--- src/rtl/multiword_add_seq.sv ---
// -----------------------------------------------------------------------------
// multiword_add_seq
//
// Sequencer that performs a WORDS x 32-bit unsigned addition with an external,
// purely combinational 32-bit adder. A new operand set is taken over a
// valid/ready handshake. The adder then sees one slice per cycle, least
// significant slice first, with the carry chained through a register. The
// wide result is then held on a valid/ready output until it is taken.
//
// Parameters
//   WORDS     : number of 32-bit slices per operand (1..8)
//
// Ports
//   clk       : clock, all state updates on the rising edge
//   rst       : synchronous active-high reset
//   in_valid  : operand set offered
//   in_ready  : block idle and able to accept an operand set
//   in_a/in_b : wide operands (32*WORDS bits)
//   in_cin    : carry into slice 0
//   add_a/add_b/add_cin : slice operands and carry driven to the adder
//   add_sum/add_cout    : adder result for the slice currently driven
//   out_valid : wide result available
//   out_ready : downstream accepts the result
//   out_sum   : wide sum (32*WORDS bits), holds until the next operation
//   out_cout  : final carry-out, holds until the next operation
//   out_ovf   : signed overflow of the full-width add (only with the macro)
//
// Optional feature macro: MULTIWORD_ADD_OVF_EN (adds out_ovf)
// -----------------------------------------------------------------------------
module multiword_add_seq #(
    parameter int WORDS = 2
) (
    input  logic                 clk,
    input  logic                 rst,
    input  logic                 in_valid,
    output logic                 in_ready,
    input  logic [32*WORDS-1:0]  in_a,
    input  logic [32*WORDS-1:0]  in_b,
    input  logic                 in_cin,
    output logic [31:0]          add_a,
    output logic [31:0]          add_b,
    output logic                 add_cin,
    input  logic [31:0]          add_sum,
    input  logic                 add_cout,
    output logic                 out_valid,
    input  logic                 out_ready,
    output logic [32*WORDS-1:0]  out_sum,
    output logic                 out_cout
`ifdef MULTIWORD_ADD_OVF_EN
    ,
    output logic                 out_ovf
`endif
);

    localparam int IDX_W = (WORDS > 1) ? $clog2(WORDS) : 1;
    localparam int MSB   = 32*WORDS - 1;
    localparam logic [IDX_W-1:0] LAST_IDX = IDX_W'(WORDS - 1);

    // One-hot so that in_ready and out_valid come straight off a flop.
    localparam logic [2:0] S_IDLE = 3'b001;
    localparam logic [2:0] S_RUN  = 3'b010;
    localparam logic [2:0] S_DONE = 3'b100;

    logic [2:0]          state_q, state_d;
    logic [IDX_W-1:0]    idx_q, idx_d;
    logic                carry_q, carry_d;
    logic [32*WORDS-1:0] a_q, a_d;
    logic [32*WORDS-1:0] b_q, b_d;
    logic [32*WORDS-1:0] sum_q, sum_d;
    logic                cout_q, cout_d;
    logic [IDX_W+4:0]    slice_base_s;
`ifdef MULTIWORD_ADD_OVF_EN
    logic                ovf_q, ovf_d;
`endif

    // Bit offset of the current slice (idx * 32).
    assign slice_base_s = {idx_q, 5'b00000};

    // Next-state, slice selection and result capture.
    always_comb begin
        state_d = state_q;
        idx_d   = idx_q;
        carry_d = carry_q;
        a_d     = a_q;
        b_d     = b_q;
        sum_d   = sum_q;
        cout_d  = cout_q;
`ifdef MULTIWORD_ADD_OVF_EN
        ovf_d   = ovf_q;
`endif
        add_a   = 32'h0000_0000;
        add_b   = 32'h0000_0000;
        add_cin = 1'b0;

        case (state_q)
            S_IDLE: begin
                if (in_valid) begin
                    a_d     = in_a;
                    b_d     = in_b;
                    carry_d = in_cin;
                    idx_d   = {IDX_W{1'b0}};
                    state_d = S_RUN;
                end else begin
                    state_d = S_IDLE;
                end
            end
            S_RUN: begin
                add_a   = a_q[slice_base_s +: 32];
                add_b   = b_q[slice_base_s +: 32];
                add_cin = carry_q;
                sum_d[slice_base_s +: 32] = add_sum;
                carry_d = add_cout;
                if (idx_q == LAST_IDX) begin
                    // Last slice: publish the final carry (and overflow)
                    // together with the top slice of the sum.
                    cout_d  = add_cout;
`ifdef MULTIWORD_ADD_OVF_EN
                    ovf_d   = (a_q[MSB] == b_q[MSB]) && (add_sum[31] != a_q[MSB]);
`endif
                    state_d = S_DONE;
                end else begin
                    idx_d   = idx_q + IDX_W'(1);
                    state_d = S_RUN;
                end
            end
            S_DONE: begin
                if (out_ready) begin
                    state_d = S_IDLE;
                end else begin
                    state_d = S_DONE;
                end
            end
            default: begin
                // Illegal encoding: fall back to a safe idle.
                state_d = S_IDLE;
            end
        endcase
    end

    // State and datapath registers with synchronous reset.
    always_ff @(posedge clk) begin
        if (rst) begin
            state_q <= S_IDLE;
            idx_q   <= {IDX_W{1'b0}};
            carry_q <= 1'b0;
            a_q     <= {(32*WORDS){1'b0}};
            b_q     <= {(32*WORDS){1'b0}};
            sum_q   <= {(32*WORDS){1'b0}};
            cout_q  <= 1'b0;
`ifdef MULTIWORD_ADD_OVF_EN
            ovf_q   <= 1'b0;
`endif
        end else begin
            state_q <= state_d;
            idx_q   <= idx_d;
            carry_q <= carry_d;
            a_q     <= a_d;
            b_q     <= b_d;
            sum_q   <= sum_d;
            cout_q  <= cout_d;
`ifdef MULTIWORD_ADD_OVF_EN
            ovf_q   <= ovf_d;
`endif
        end
    end

    assign in_ready  = state_q[0];
    assign out_valid = state_q[2];
    assign out_sum   = sum_q;
    assign out_cout  = cout_q;
`ifdef MULTIWORD_ADD_OVF_EN
    assign out_ovf   = ovf_q;
`endif

endmodule

--- config.mk ---
export PLATFORM = sky130hd
export DESIGN_NAME = multiword_add_seq
export DESIGN_NICKNAME = d
export VERILOG_FILES = /design/src/rtl/multiword_add_seq.sv
export SDC_FILE = /design/constraint.sdc
export NUM_CORES = 1
export LEC_CHECK = 0
export BUFFER_PORTS_ARGS = -buffer_cell sky130_fd_sc_hd__buf_2
export CORE_ASPECT_RATIO = 1.1
export CORE_MARGIN = 2
export CORE_UTILIZATION = 49
export DETAILED_ROUTE_END_ITERATION = 10
export PLACE_DENSITY = 0.88
export SYNTH_ARGS = -nofsm -noshare
export SYNTH_HDL_FRONTEND = slang
export SYNTH_SLANG_ARGS = --single-unit
--- constraint.sdc ---
create_clock -name clk -period 1.8 [get_ports clk]
set_input_delay 0.36 -clock clk [delete_from_list [all_inputs] [get_ports clk]]
set_output_delay 0.36 -clock clk [all_outputs]
set_load 0.005 [all_outputs]
* Word-level counts from Yosys, hierarchy flattened
Cells that the tools add are included.
** Cells by class
- Add/sub/neg operators :: 2
- Equal/unequal tests :: 4
- Shifts and indexed selects :: 4
- Mux-type cells :: 13
- Reductions and logical operators :: 4
** Operators with widths (number)
- $shiftx 64x7->32 :: 2
- $bwmux 64 :: 1
- $mux 32 :: 2
- $shift 32x8->64 const A :: 1
- $shiftx 32x8->64 :: 1
- $pmux 3 s3 :: 1
- $neg 6->8 :: 1
- $mux 3 :: 2
- $reduce_and 2->1 :: 3
- $mux 1 :: 4
- $pmux 1 s2 :: 2
- $eq 3x1->1 const B :: 1
- $eq 3x2->1 const B :: 1
- $eq 3x3->1 const B :: 1
- $mux 2 :: 1
- $ne 2x2->1 const B :: 1
- $reduce_bool 2->1 :: 1
- $add 1x1->1 const B :: 1
** Storage, ports and cells
- Register bits :: 198
- Bits of input ports :: 166
- Output and inout bits :: 132

* Depth between registers and ports, before layout
- Depth after elaboration :: 3
- Gate-level depth with buffers :: 6

* Least setup slack after synthesis
No wires, ideal clock.
- Path kind :: register to output
- Start point :: reg state_q[0]
- End point :: out add_b[12]
- Data arrival time :: 1.349 ns
- Data required time :: 1.440 ns
- Setup slack :: 0.091 ns
- Stages on the path, launching flop included :: 7
- Cells stage by stage :: dfxtp_1 buf_2 or3b_1 clkbuf_1 buf_6 buf_6 nor2_1
** On the way
- Cells in the longest elaborated chain, start to end :: 2
** RTL lines
- start, declared :: RTL line 64 : logic [2:0] state_q, state_d;
- start signal, assigned :: RTL line 154 : state_q <= state_d;
- $eq 3x2->1 :: RTL line 95 : case (state_q)
- $mux 32 :: RTL line 95
- end, declared :: RTL line 41 : output logic [31:0] add_b,
No other way between the ends.

* Final worst setup path
- Start point :: reg state_q[2]
- End point :: out add_a[8]
** On the way
- Cells in the longest elaborated chain, start to end :: 2
** RTL lines
- $eq 3x2->1 :: RTL line 95
- $mux 32 :: RTL line 95
- end, declared :: RTL line 40 : output logic [31:0] add_a,
No other way between the ends.

==> metrics.md <==
| Metric | Value |
|---|---|
| Status | complete, but fails checks |
| Failing checks | negative setup slack |
| Final period utilization | 113% |
| Clock buffer depth | 2 |
| RR Startpoint | idx_q |
| R2r setup slk | 170 ps |
| Setup Skew | 10.2 ps |
| Post-DR wirelength/cell | 14.5 um |
| Routed Antenna Nets | 0 |
| Pwr Density | 930 mW/mm2 |
| CTS root buf | clkbuf_16 |
| Vias per cell | 5.13 |
| Initial Util | 50.1% |
| Die ar. | 0.0171 mm2 |
| F_max | 0.491 GHz |
| Final Slew Violations | 0 |
| Initial antenna violation count | 0 |
| Ys Warns | 0 |
| Hold path start | in_b[35] |
| Worst Hold Class | primary input to flip-flop |
| Hold EP | b_q[35] |
| DRC viols | 0 |
| Pin count of the biggest net entering global routing | 54 |
| CTS tree | yes |
| Fin nets | 1443 |
| Synth Area in Simple Gates | 23.2% |
| Mapped Area | 0.00785 mm2 |
| Post-synthesis mux area share | 8.16% |
| # setup viols final | 65 |
| Worst path cell trace | or3b_4 > buf_12 > nor2_1 > buf_2 |
| Final wirelength | 21.5 mm |
| CP max FO | 27 |
| Gr usage total | 24.3% |
| Crit path launch type | flip-flop |
| Clk_lat worst skew | 420 ps |
| CTS Sinks | 198 |
| Top cell type's share of synthesized area | 50.5% |
| Site Rows | 48 |
| Syn-to-layout area delta | 31.4% |
| Syn Inst Count | 1014 |
| Sequential area share after synthesis | 50.5% |
| Crit path arrival time | 1680 ps |
| Vias in the first global route | 7146 |
| Final Cell Area | 0.0103 mm2 |
| Core Footprint | 0.0157 mm2 |
| Top area cells in the synthesized netlist | dfxtp_1, nand2_1, a21oi_1, mux2i_1, nor2_1 |
| Minimum clock period | 2040 ps |
| DR pass1 iterations | 5 |
| Routability-driven placement congestion ratio | 0.854 |
| Syn avg cell area | 7.74 um2 |
| Area after DPL | 0.00962 mm2 |
| CP max-delay cell | or3b_4 |
| Initial DRC count | 387 |
| Worst hold path cell count | 3 |
| Port-buffer cells | 297 |
| R2r endpoint | out_sum[19] |
| Main combinational cell family by area after synthesis | simple AND/OR/NAND/NOR gates |
| Die Span Y | 137 um |
| Final hold violation count | 0 |
| Synth area leader | dfxtp_1 |
| MaxCap Viol Count | 0 |
| DP HPWL | 15.1 mm |
| Post-Synth Adder-Cell Area | 0% |
| Reg2reg path depth | 5 |
| Fin Setup TNS | -12550 ps |
| Worst stage delay on the critical path | 460 ps |
| Slew headroom | 71.8% |
| Pleak | 4.31 nW |
| Antenna Cells | 0 |
| Vias | 7642 |
| Worst-path clk slew | 80 ps |
| Grt ovf | 0 |
| First-pass GRT wire length | 33.7 mm |
| Setup ws final | -239 ps |
| RSZ-0062 raised after global routing | true |
| Post-CTS Hold Fix Bufs | 0 |
| H-tree Lvls | 4 |
| I/O pin total | 298 |
| Worst-Margin Slew | 423 ps |
| Compound-gate portion of the synthesized area | 12.8% |
| CP Class | flip-flop to output pin |
| Die W | 125 um |
| Req. time, crit path | 1440 ps |
| CTS Buf Count | 17 |
| Synth Area in XOR/XNOR | 0% |
| Critical Path Sink Type | output pin |
| Worst vdd ir | 0.644 mV |
| Layout cell share with drive strength beyond 1 | 29.4% |
| Flops & latches, synth | 198 |
| Yosys cell types | 23 |
| Syn_nets | 1180 |
-- logic make-up (layout without fill, tap and decap cells) --
kind of cell	count (synthesis)	in the layout
buffers and inverters	86	362
AO/OA/AOI/OAI	199	199
AND/OR/NAND/NOR	467	467
flip-flops	198	198
multiplexers	64	64
-- how the worst max path moves through the flow --
stage,cells past startpoint,startpoint,endpoint
4_1_cts,4,state_q[0],add_a[26]
3_3_place_gp,4,state_q[0],add_b[1]
3_5_place_dp,4,state_q[1],add_a[8]
2_1_floorplan,6,state_q[0],add_b[12]
5_1_grt,4,state_q[2],add_b[9]
6_report,4,state_q[2],add_a[8]
-- what timing repair did --
item                                    CTS  global route
buffers inserted                          0             1
gates resized for setup                   7            11
cloned                                    1             0
endpoints found under the setup margin   65            65
pin swaps                                 0             1
-- per-layer routing --
metal  GRT usage, %  vias up  routed length (um)
met5              0        -                   0
met2           43.2      308               10900
met4           10.7        0                 565
met1           28.8     3492                8660
met3           4.61       41                1430
li1               -     3801                   -
-- cells in the final DEF, fill, tap and decap left out, drive strengths merged --
cell type / instances
mux2i: 64
a211oi: 1
nor3b: 1
nand2: 389
bufinv: 2
and4bb: 2
nor2: 66
clkinvlp: 1
a31oi: 1
inv: 9
nor4b: 1
buf: 328
dfxtp: 198
clkinv: 5
or3b: 2
nand3b: 1
a21oi: 195
nor3: 1
clkbuf: 17
nand4bb: 2
or4b: 1
o21bai: 1
a311oi: 1
nand2b: 1
-- cell usage after synthesis --
cell / number
nand2_1: 389
dfxtp_1: 198
a21oi_1: 195
nor2_1: 66
mux2i_1: 64
buf_2: 39
clkbuf_1: 39
buf_6: 6
and4bb_2: 2
inv_1: 2
nand4bb_1: 2
a211oi_1: 1
a311oi_1: 1
a31oi_1: 1
nand2b_1: 1
nand3b_1: 1
nor3_1: 1
nor3b_1: 1
nor4b_2: 1
o21bai_1: 1
or3b_1: 1
or3b_2: 1
or4b_1: 1
-- critical path, delay by kind of cell (launching register included) --
kind	cells	cell delay, ps
buffers and inverters	2	320
DFF	1	320
and+or+nand+nor	2	600
-- flip-flops by register name, summed over array words and instances, names as in the netlist --
name / cells
a_q: 64
b_q: 64
out_sum: 64
state_q: 3
carry_q: 1
idx_q: 1
out_cout: 1
-- where the power goes --
part,switching [mW],leakage [nW],total [mW],internal (mW)
clock network,1.79,0.299,3.91,2.12
registers,0.102,1.62,4.69,4.59
logic,0.565,2.39,1.00,0.437
-- per-stage QoR --
step / std cells / util, % / setup WS, ps / power, mW / hold slack (ps)
finish: 1490 / 65.8 / -239 / 9.60 / 166
CTS: 1489 / 65.6 / -256 / 9.68 / 140
global route: 1490 / 65.8 / -306 / 10.0 / 144
detailed placement: 1456 / 61.4 / 103 / 5.78 / 443
floorplan: 1014 / - / 91.3 / 5.34 / 436
global placement: 1456 / 61.4 / 165 / 5.74 / 438
-- layout make-up --
type,count,area [um2]
flip-flops and latches,198,3970
repair buffers,328,1950
multi-input cells,730,3530
inverters,2,7.51
clock buffers,17,425
well taps,200,250
fillers,1245,5360
clock inverters,15,189
Note: power is estimated with default switching activity, not from simulation.
